### src/rtl/dna_stream_tx_pkg.sv
// -----------------------------------------------------------------------------
// dna_pkg
// Shared definitions for the device-DNA stream transmitter:
//   - default DNA width and CRC-8 polynomial
//   - controller state encoding
//   - crc8_byte(): one CRC-8 update step for a full byte (MSB first,
//     init/no reflection/no final XOR are handled by the caller)
// -----------------------------------------------------------------------------
package dna_pkg;

    localparam int         DNA_LENGTH_DEF = 96;
    localparam logic [7:0] CRC8_POLY      = 8'h07;

    typedef enum logic [1:0] {
        ST_WAIT = 2'd0,
        ST_CRC  = 2'd1,
        ST_SEND = 2'd2,
        ST_DONE = 2'd3
    } state_e;

    // Fold one byte into the running CRC, unrolled over its 8 bits.
    function automatic logic [7:0] crc8_byte(input logic [7:0] crc,
                                             input logic [7:0] data,
                                             input logic [7:0] poly = CRC8_POLY);
        logic [7:0] c;
        c = crc ^ data;
        for (int b = 0; b < 8; b++) begin
            c = c[7] ? ((c << 1) ^ poly) : (c << 1);
        end
        return c;
    endfunction

endpackage

### src/rtl/dna_stream_tx_if.sv
// -----------------------------------------------------------------------------
// dna_stream_tx_if
// Byte stream towards the slow-control readout FIFO.
//   tx_data  : stream byte                 (master -> slave)
//   tx_valid : tx_data valid               (master -> slave)
//   tx_last  : marks the trailing CRC byte (master -> slave)
//   tx_ready : downstream accept           (slave  -> master)
// A byte moves on every clock edge where tx_valid && tx_ready.
// -----------------------------------------------------------------------------
interface dna_stream_tx_if;

    logic [7:0] tx_data;
    logic       tx_valid;
    logic       tx_ready;
    logic       tx_last;

    modport master (
        output tx_data,
        output tx_valid,
        output tx_last,
        input  tx_ready
    );

    modport slave (
        input  tx_data,
        input  tx_valid,
        input  tx_last,
        output tx_ready
    );

endinterface

### src/rtl/dna_stream_tx_byte_mux.sv
// -----------------------------------------------------------------------------
// dna_byte_mux
// Combinational byte selector for the DNA stream.
//   dna_i  : latched DNA vector, byte 0 is the most significant byte
//   crc_i  : CRC byte, selected when idx_i == NBYTES
//   idx_i  : byte index 0..NBYTES
//   byte_o : selected byte
// -----------------------------------------------------------------------------
module dna_byte_mux #(
    parameter int DNA_LENGTH = 96,
    parameter int NBYTES     = DNA_LENGTH / 8,
    parameter int IDX_W      = $clog2(NBYTES + 1)
) (
    input  logic [DNA_LENGTH-1:0] dna_i,
    input  logic [7:0]            crc_i,
    input  logic [IDX_W-1:0]      idx_i,
    output logic [7:0]            byte_o
);

    always_comb begin
        byte_o = crc_i;
        for (int i = 0; i < NBYTES; i++) begin
            if (idx_i == IDX_W'(i)) begin
                byte_o = dna_i[DNA_LENGTH-1-8*i -: 8];
            end
        end
    end

endmodule

### src/rtl/dna_stream_tx.sv
// -----------------------------------------------------------------------------
// dna_stream_tx
// Waits for the device DNA to become final, latches it, computes a CRC-8 over
// its bytes and streams DNA bytes + CRC into the readout FIFO.
//   clock       : system clock
//   reset       : synchronous, active-high
//   dna         : DNA from the reader, all-zero until its read completes
//   rearm       : pulse, re-streams the latched value (honoured only in DONE)
//   tx          : byte stream (master side)
//   dna_latched : captured DNA
//   dna_valid   : latch and CRC complete
//   dna_zero    : latch was forced by the timeout with a zero value
//   crc         : CRC-8 over the latched bytes
//   busy        : high in WAIT, CRC and SEND; low while reset is held
// -----------------------------------------------------------------------------
module dna_stream_tx
    import dna_pkg::*;
#(
    parameter int         DNA_LENGTH = DNA_LENGTH_DEF,
    parameter int         TIMEOUT    = 256,
    parameter logic [7:0] CRC_POLY   = CRC8_POLY
) (
    input  logic                  clock,
    input  logic                  reset,
    input  logic [DNA_LENGTH-1:0] dna,
    input  logic                  rearm,
    dna_stream_tx_if.master       tx,
    output logic [DNA_LENGTH-1:0] dna_latched,
    output logic                  dna_valid,
    output logic                  dna_zero,
    output logic [7:0]            crc,
    output logic                  busy
);

    localparam int NBYTES = DNA_LENGTH / 8;
    localparam int IDX_W  = $clog2(NBYTES + 1);
    localparam int CNT_W  = $clog2(TIMEOUT);

    state_e                state_q, state_d;
    logic [DNA_LENGTH-1:0] smp_q;
    logic [CNT_W-1:0]      cnt_q, cnt_d;
    logic [IDX_W-1:0]      idx_q, idx_d;
    logic [7:0]            crc_acc_q, crc_acc_d;
    logic [7:0]            crc_q, crc_d;
    logic [DNA_LENGTH-1:0] latched_q, latched_d;
    logic                  valid_q, valid_d;
    logic                  zero_q, zero_d;

    logic [7:0]            mux_byte;
    logic [7:0]            crc_step;
    logic                  sending;

    // The same selector feeds the CRC walk (idx < NBYTES) and the stream.
    dna_byte_mux #(
        .DNA_LENGTH (DNA_LENGTH),
        .NBYTES     (NBYTES),
        .IDX_W      (IDX_W)
    ) u_mux (
        .dna_i  (latched_q),
        .crc_i  (crc_q),
        .idx_i  (idx_q),
        .byte_o (mux_byte)
    );

    assign crc_step = crc8_byte(crc_acc_q, mux_byte, CRC_POLY);

    always_comb begin
        state_d   = state_q;
        cnt_d     = cnt_q;
        idx_d     = idx_q;
        crc_acc_d = crc_acc_q;
        crc_d     = crc_q;
        latched_d = latched_q;
        valid_d   = valid_q;
        zero_d    = zero_q;

        unique case (state_q)
            ST_WAIT: begin
                // Saturating counter; a changing non-zero DNA does not clear it.
                if (cnt_q != '1) begin
                    cnt_d = cnt_q + 1'b1;
                end
                if ((dna != '0) && (dna == smp_q)) begin
                    latched_d = dna;
                    zero_d    = 1'b0;
                    idx_d     = '0;
                    crc_acc_d = 8'h00;
                    state_d   = ST_CRC;
                end else if (cnt_q == CNT_W'(TIMEOUT - 1)) begin
                    latched_d = '0;
                    zero_d    = 1'b1;
                    idx_d     = '0;
                    crc_acc_d = 8'h00;
                    state_d   = ST_CRC;
                end
            end
            ST_CRC: begin
                crc_acc_d = crc_step;
                if (idx_q == IDX_W'(NBYTES - 1)) begin
                    crc_d   = crc_step;
                    valid_d = 1'b1;
                    idx_d   = '0;
                    state_d = ST_SEND;
                end else begin
                    idx_d = idx_q + 1'b1;
                end
            end
            ST_SEND: begin
                // tx_valid is high for the whole of SEND, so ready alone
                // means a transfer on this edge.
                if (tx.tx_ready) begin
                    if (idx_q == IDX_W'(NBYTES)) begin
                        idx_d   = '0;
                        state_d = ST_DONE;
                    end else begin
                        idx_d = idx_q + 1'b1;
                    end
                end
            end
            ST_DONE: begin
                if (rearm) begin
                    idx_d   = '0;
                    state_d = ST_SEND;
                end
            end
            default: begin
                state_d = ST_WAIT;
            end
        endcase
    end

    always_ff @(posedge clock) begin
        if (reset) begin
            state_q   <= ST_WAIT;
            smp_q     <= '0;
            cnt_q     <= '0;
            idx_q     <= '0;
            crc_acc_q <= 8'h00;
            crc_q     <= 8'h00;
            latched_q <= '0;
            valid_q   <= 1'b0;
            zero_q    <= 1'b0;
        end else begin
            state_q   <= state_d;
            smp_q     <= dna;
            cnt_q     <= cnt_d;
            idx_q     <= idx_d;
            crc_acc_q <= crc_acc_d;
            crc_q     <= crc_d;
            latched_q <= latched_d;
            valid_q   <= valid_d;
            zero_q    <= zero_d;
        end
    end

    assign sending     = (state_q == ST_SEND);
    assign tx.tx_valid = sending;
    assign tx.tx_data  = sending ? mux_byte : 8'h00;
    assign tx.tx_last  = sending && (idx_q == IDX_W'(NBYTES));

    assign dna_latched = latched_q;
    assign dna_valid   = valid_q;
    assign dna_zero    = zero_q;
    assign crc         = crc_q;
    assign busy        = (state_q != ST_DONE) && !reset;

endmodule

### src/flat_wrapper.sv
// flat-port wrapper written by rule: the top's interface ports become plain ports
module dna_stream_tx_flat import dna_pkg::*;
#(
    parameter int         DNA_LENGTH = DNA_LENGTH_DEF,
    parameter int         TIMEOUT    = 256,
    parameter logic [7:0] CRC_POLY   = CRC8_POLY
)
  (clock, reset, dna, rearm, dna_latched, dna_valid, dna_zero, crc, busy, tx_tx_data, tx_tx_valid, tx_tx_last, tx_tx_ready);
  dna_stream_tx_if tx_i ();
  input  logic clock;
  input  logic reset;
  input  logic [DNA_LENGTH-1:0] dna;
  input  logic rearm;
  output logic [DNA_LENGTH-1:0] dna_latched;
  output logic dna_valid;
  output logic dna_zero;
  output logic [7:0] crc;
  output logic busy;
  output wire logic [$bits(tx_i.tx_data)-1:0] tx_tx_data;
  output wire logic [$bits(tx_i.tx_valid)-1:0] tx_tx_valid;
  output wire logic [$bits(tx_i.tx_last)-1:0] tx_tx_last;
  input wire logic [$bits(tx_i.tx_ready)-1:0] tx_tx_ready;
  assign tx_tx_data = tx_i.tx_data;
  assign tx_tx_valid = tx_i.tx_valid;
  assign tx_tx_last = tx_i.tx_last;
  assign tx_i.tx_ready = tx_tx_ready;
  dna_stream_tx #(.DNA_LENGTH(DNA_LENGTH), .TIMEOUT(TIMEOUT), .CRC_POLY(CRC_POLY)) u_core (.clock(clock), .reset(reset), .dna(dna), .rearm(rearm), .tx(tx_i), .dna_latched(dna_latched), .dna_valid(dna_valid), .dna_zero(dna_zero), .crc(crc), .busy(busy));
endmodule
### config.mk
export PLATFORM = sky130hd
export DESIGN_NAME = dna_stream_tx_flat
export DESIGN_NICKNAME = d
export VERILOG_FILES = /design/src/rtl/dna_stream_tx_pkg.sv /design/src/rtl/dna_stream_tx_if.sv /design/src/rtl/dna_stream_tx_byte_mux.sv /design/src/rtl/dna_stream_tx.sv /design/src/flat_wrapper.sv
export SDC_FILE = /design/constraint.sdc
export NUM_CORES = 1
export LEC_CHECK = 0
export CORE_UTILIZATION = 55
export DETAILED_ROUTE_END_ITERATION = 8
export DONT_BUFFER_PORTS = 1
export HOLD_SLACK_MARGIN = 0.02
export PLACE_DENSITY = 0.77
export SYNTH_ARGS = -nofsm -noshare
export SYNTH_HDL_FRONTEND = slang
export SYNTH_SLANG_ARGS = --single-unit
### constraint.sdc
create_clock -name clock -period 6.5 [get_ports clock]
set_input_delay 1.625 -clock clock [delete_from_list [all_inputs] [get_ports clock]]
set_output_delay 1.625 -clock clock [all_outputs]
set_load 0.02 [all_outputs]
==> results.py <==
metrics = {
    "global_route": {
        "grt_pass1_vias": 7673,
        "grt_first_pass_wirelength_mm": 45.9,
        "track_usage": 0.339,
        "grt_overflow": 0,
        "globalRouteMet1Util": 0.425,
        "grt_antenna_before_repair": 1,
        "use_met2": 0.534,
        "grt.met3_usage": 0.0913,
        "grt_most_used_layer": "met2",
        "grt_max_degree": 127,
    },
    "synthesis": {
        "synth_xor_xnor_area_share": 0.115,
        "synthMuxAreaShare": 0.00217,
        "synth-seq-cells": 224,
        "synth_flop_cell": "dfxtp_1",
        "ys_seq_area_frac": 0.458,
        "synth.net_count": 1120,
        "synth_top_area_share": 0.458,
        "synth_edf_count": 0,
        "synth_top_cell_by_area": "dfxtp_1",
        "yosys.area_share.simple": 0.187,
        "syn_inst": 1010,
        "synth_top_family_by_area": "compound AO/OA/AOI/OAI gates",
        "synth-compound-area-share": 0.188,
        "synthAdderAreaFrac": 0.0128,
        "ys_types": 73,
        "ys_warn_count": 0,
        "synthTopCellsByArea": "dfxtp_1 46%, a22o_1 9.0%, nor2b_1 6.6%, xor2_1 5.5%, xnor2_1 4.5%",
        "syn_area_um2": 9800,
        "syn_avg_cell_area_um2": 9.70,
        "async_flop_share": 0,
    },
    "critical_path": {
        "path_class": "reg -> out",
        "worst_ep_required_time_ns": 4.88,
        "arrival_ns": 3.35,
        "path_depth": 8,
        "r2r_end": "u_core.crc_acc_q[2]",
        "slowest_stage": "ha_1",
        "end_kind": "output port",
        "slowest_delay_ns": 0.83,
        "start_kind": "flip-flop",
        "crit_family": "adder cells",
        "path_cells": "inv_1 -> ha_1 -> or3b_2 -> a31oi_1 -> o221ai_1 -> a21oi_1 -> o22ai_2 -> and2_1",
        "cp_max_fo": 30,
        "cp_num_buf_inv": 1,
        "r2r_cells": 12,
        "r2r_setup_slack_ns": 2.58,
        "r2r-start": "u_core.idx_q[0]",
    },
    "power_and_ir_drop": {
        "total_power_w": 0.00288,
        "p_leak_nw": 3.99,
        "power_density_nw_per_um2": 271,
        "ir_worst_vdd_v": 0.000182,
    },
    "placed_design": {
        "portBuffers": 0,
        "place.detailed.hpwl_mm": 23.7,
        "dp.cells": 1186,
        "place_congestion": 0.934,
    },
    "clock_tree": {
        "ctsHtreeMaxLevel": 1,
        "cts_hold_buf": 0,
        "ctsResizeCount": 0,
        "cts_buffer_depth": 3,
        "cts_tree": "yes",
        "post_cts_buffers": 0,
        "clock_latency_ns": 0.53,
        "cts.clk_slew.worst_paths_ns": 0.06,
        "cts_root_buf": "clkbuf_16",
        "cts_made_buffers": 23,
        "clkSinkCount": 224,
    },
    "sta": {
        "clock.fmax_ghz": 0.201,
        "tightest_slew_ns": 1.02,
        "slew_headroom": 0.314,
        "tns_ns": 0,
        "finClkSkew_ns": 0.0113,
        "fin_crit_sh": 0.765,
        "finalSetupViolCount": 0,
        "rsz0062_at_grt": "no",
        "period_needed_ns": 4.97,
        "drv_slew": 0,
        "hold_viol": 0,
    },
    "die": {
        "io_pins": 217,
        "core-area_um2": 17400,
        "row_count": 48,
        "die_h_um": 135,
        "die_w_um": 135,
        "die_area_um2": 18400,
        "initial_core_util": 0.565,
    },
    "layout": {
        "fillers": 1481,
        "layoutNonFillerInstCount": 1225,
        "nNetsFinal": 1096,
        "diodes": 0,
        "drive_above_1_share": 0.0610,
        "syn2layout_area_growth_pct": 8.41,
    },
    "routing": {
        "drt-pass1-iter-count": 5,
        "drt_iter0_drc": 635,
        "wl_per_cell_um": 25.6,
        "finalWirelength_mm": 31.4,
        "vias": 7903,
        "drcViolationCount": 0,
        "vias_per_cell": 6.45,
        "ant_nets": 0,
    },
    "job": {
        "maxCapViolations": 0,
    },
    "min_path": {
        "hp-class": "reg -> reg",
        "worstHoldPathCells": 2,
        "min_to": "u_core.cnt_q[7]",
        "worstHoldStart": "u_core.cnt_q[7]",
    },
    "status": {
        "status": "completed",
    },
}
==> cell usage in the layout, fill, tap and decap left out, types with 3 or more instances in the layout <==
cell / Yosys / layout
dfxtp_1: 224 / 224
nor2b_1: 103 / 103
a22o_1: 101 / 101
xor2_1: 62 / 62
nor2_1: 53 / 52
xnor2_1: 50 / 50
a21oi_1: 44 / 44
nor4_1: 41 / 41
nand2_1: 39 / 39
o21ai_0: 29 / 29
inv_1: 24 / 24
nand4_1: 23 / 23
clkbuf_16: 0 / 23
and3_1: 12 / 12
o22ai_1: 11 / 11
nand3_1: 10 / 10
nor3_1: 11 / 10
ha_1: 10 / 10
nand2b_1: 9 / 9
buf_4: 5 / 8
clkbuf_1: 33 / 7
a221oi_1: 6 / 6
a211oi_1: 6 / 6
or3_1: 6 / 6
a31oi_1: 5 / 5
nor3b_1: 4 / 4
o21a_1: 4 / 4
xor2_2: 4 / 4
clkbuf_8: 0 / 4
o221ai_1: 3 / 3
o2bb2ai_1: 3 / 3
or4_1: 3 / 3
clkinv_2: 0 / 3
==> synthesized netlist by cell type (all sizes together), types with 25 or more instances <==
master and number:
a22o 101, nor4 41, xor2 66, nor2 55
clkbuf 33, o21ai 31, dfxtp 224, buf 25
xnor2 51, nand2 39, nor2b 103, a21oi 44
==> worst max path at each step <==
stage,from,end
after floorplan,reset,busy
after global placement,u_core.idx_q[0],tx_tx_data[7]
after detailed placement,u_core.idx_q[0],tx_tx_data[4]
after CTS,u_core.idx_q[0],tx_tx_data[4]
after global routing,u_core.idx_q[0],tx_tx_data[4]
final,u_core.idx_q[0],tx_tx_data[1]
==> logic make-up (layout without fill, tap and decap cells) <==
family                   count (synthesis)  after routing
XOR/XNOR                               120            120
adder cells (fa/ha/maj)                 10             10
AND/OR/NAND/NOR                        328            328
flip-flops                             224            224
multiplexers                             2              2
AO/OA/AOI/OAI                          244            244
buffers and inverters                   82             72
==> state kept, by name, summed over array words and instances, names as in the netlist <==
name,count
u_core.smp_q,96
u_core.state_q,2
u_core.cnt_q,8
u_core.idx_q,4
u_core.dna_latched,96
u_core.dna_zero,1
u_core.dna_valid,1
u_core.crc_acc_q,8
u_core.crc,8
==> worst reg2reg max path, delay by kind of cell, from the launching register on <==
kind	cells	cell delay [ns]
AO/OA/AOI/OAI	5	0.99
XOR/XNOR	3	0.84
adder cells (fa/ha/maj)	1	0.83
AND/OR/NAND/NOR	2	0.70
flip-flops	1	0.36
buffers and inverters	1	0.10
==> area by class of cell <==
class,instances,area [µm²],share of cell area
clock inverters,5,65.1,0.00612
multi-input cells,704,4970,0.467
flip-flops and latches,224,4480,0.422
well taps,225,282,0.0265
inverters,24,90.1,0.00848
repair buffers,9,80.1,0.00754
clock buffers,34,657,0.0618
==> per-stage QoR <==
| stage | hold WS, ns | area, µm² | worst slack, ns | util |
|---|---|---|---|---|
| after global routing | 0.506 | 10600 | 1.16 | 0.612 |
| after global placement | 0.457 | 9900 | 2.18 | 0.571 |
| after detailed placement | 0.469 | 9900 | 2.12 | 0.571 |
| after floorplan | 0.434 | 9800 | 2.31 | - |
| final | 0.487 | 10600 | 1.53 | 0.612 |
| after CTS | 0.487 | 10600 | 1.57 | 0.612 |
==> routing by layer <==
metal  vias to the layer above  part of all wire
li1                       3587                 -
met1                      3785              0.39
met2                       428              0.45
met3                       101              0.10
met4                         2             0.053
met5                         -           0.00057
==> report_power, final <==
| group | internal (W) | total (W) | switching (W) |
|---|---|---|---|
| Clock | 0.000739 | 0.00128 | 0.000537 |
| Combinational | 0.0000785 | 0.000168 | 0.0000899 |
| Sequential | 0.00141 | 0.00144 | 0.0000218 |
Power figures use the tool's default switching activity.
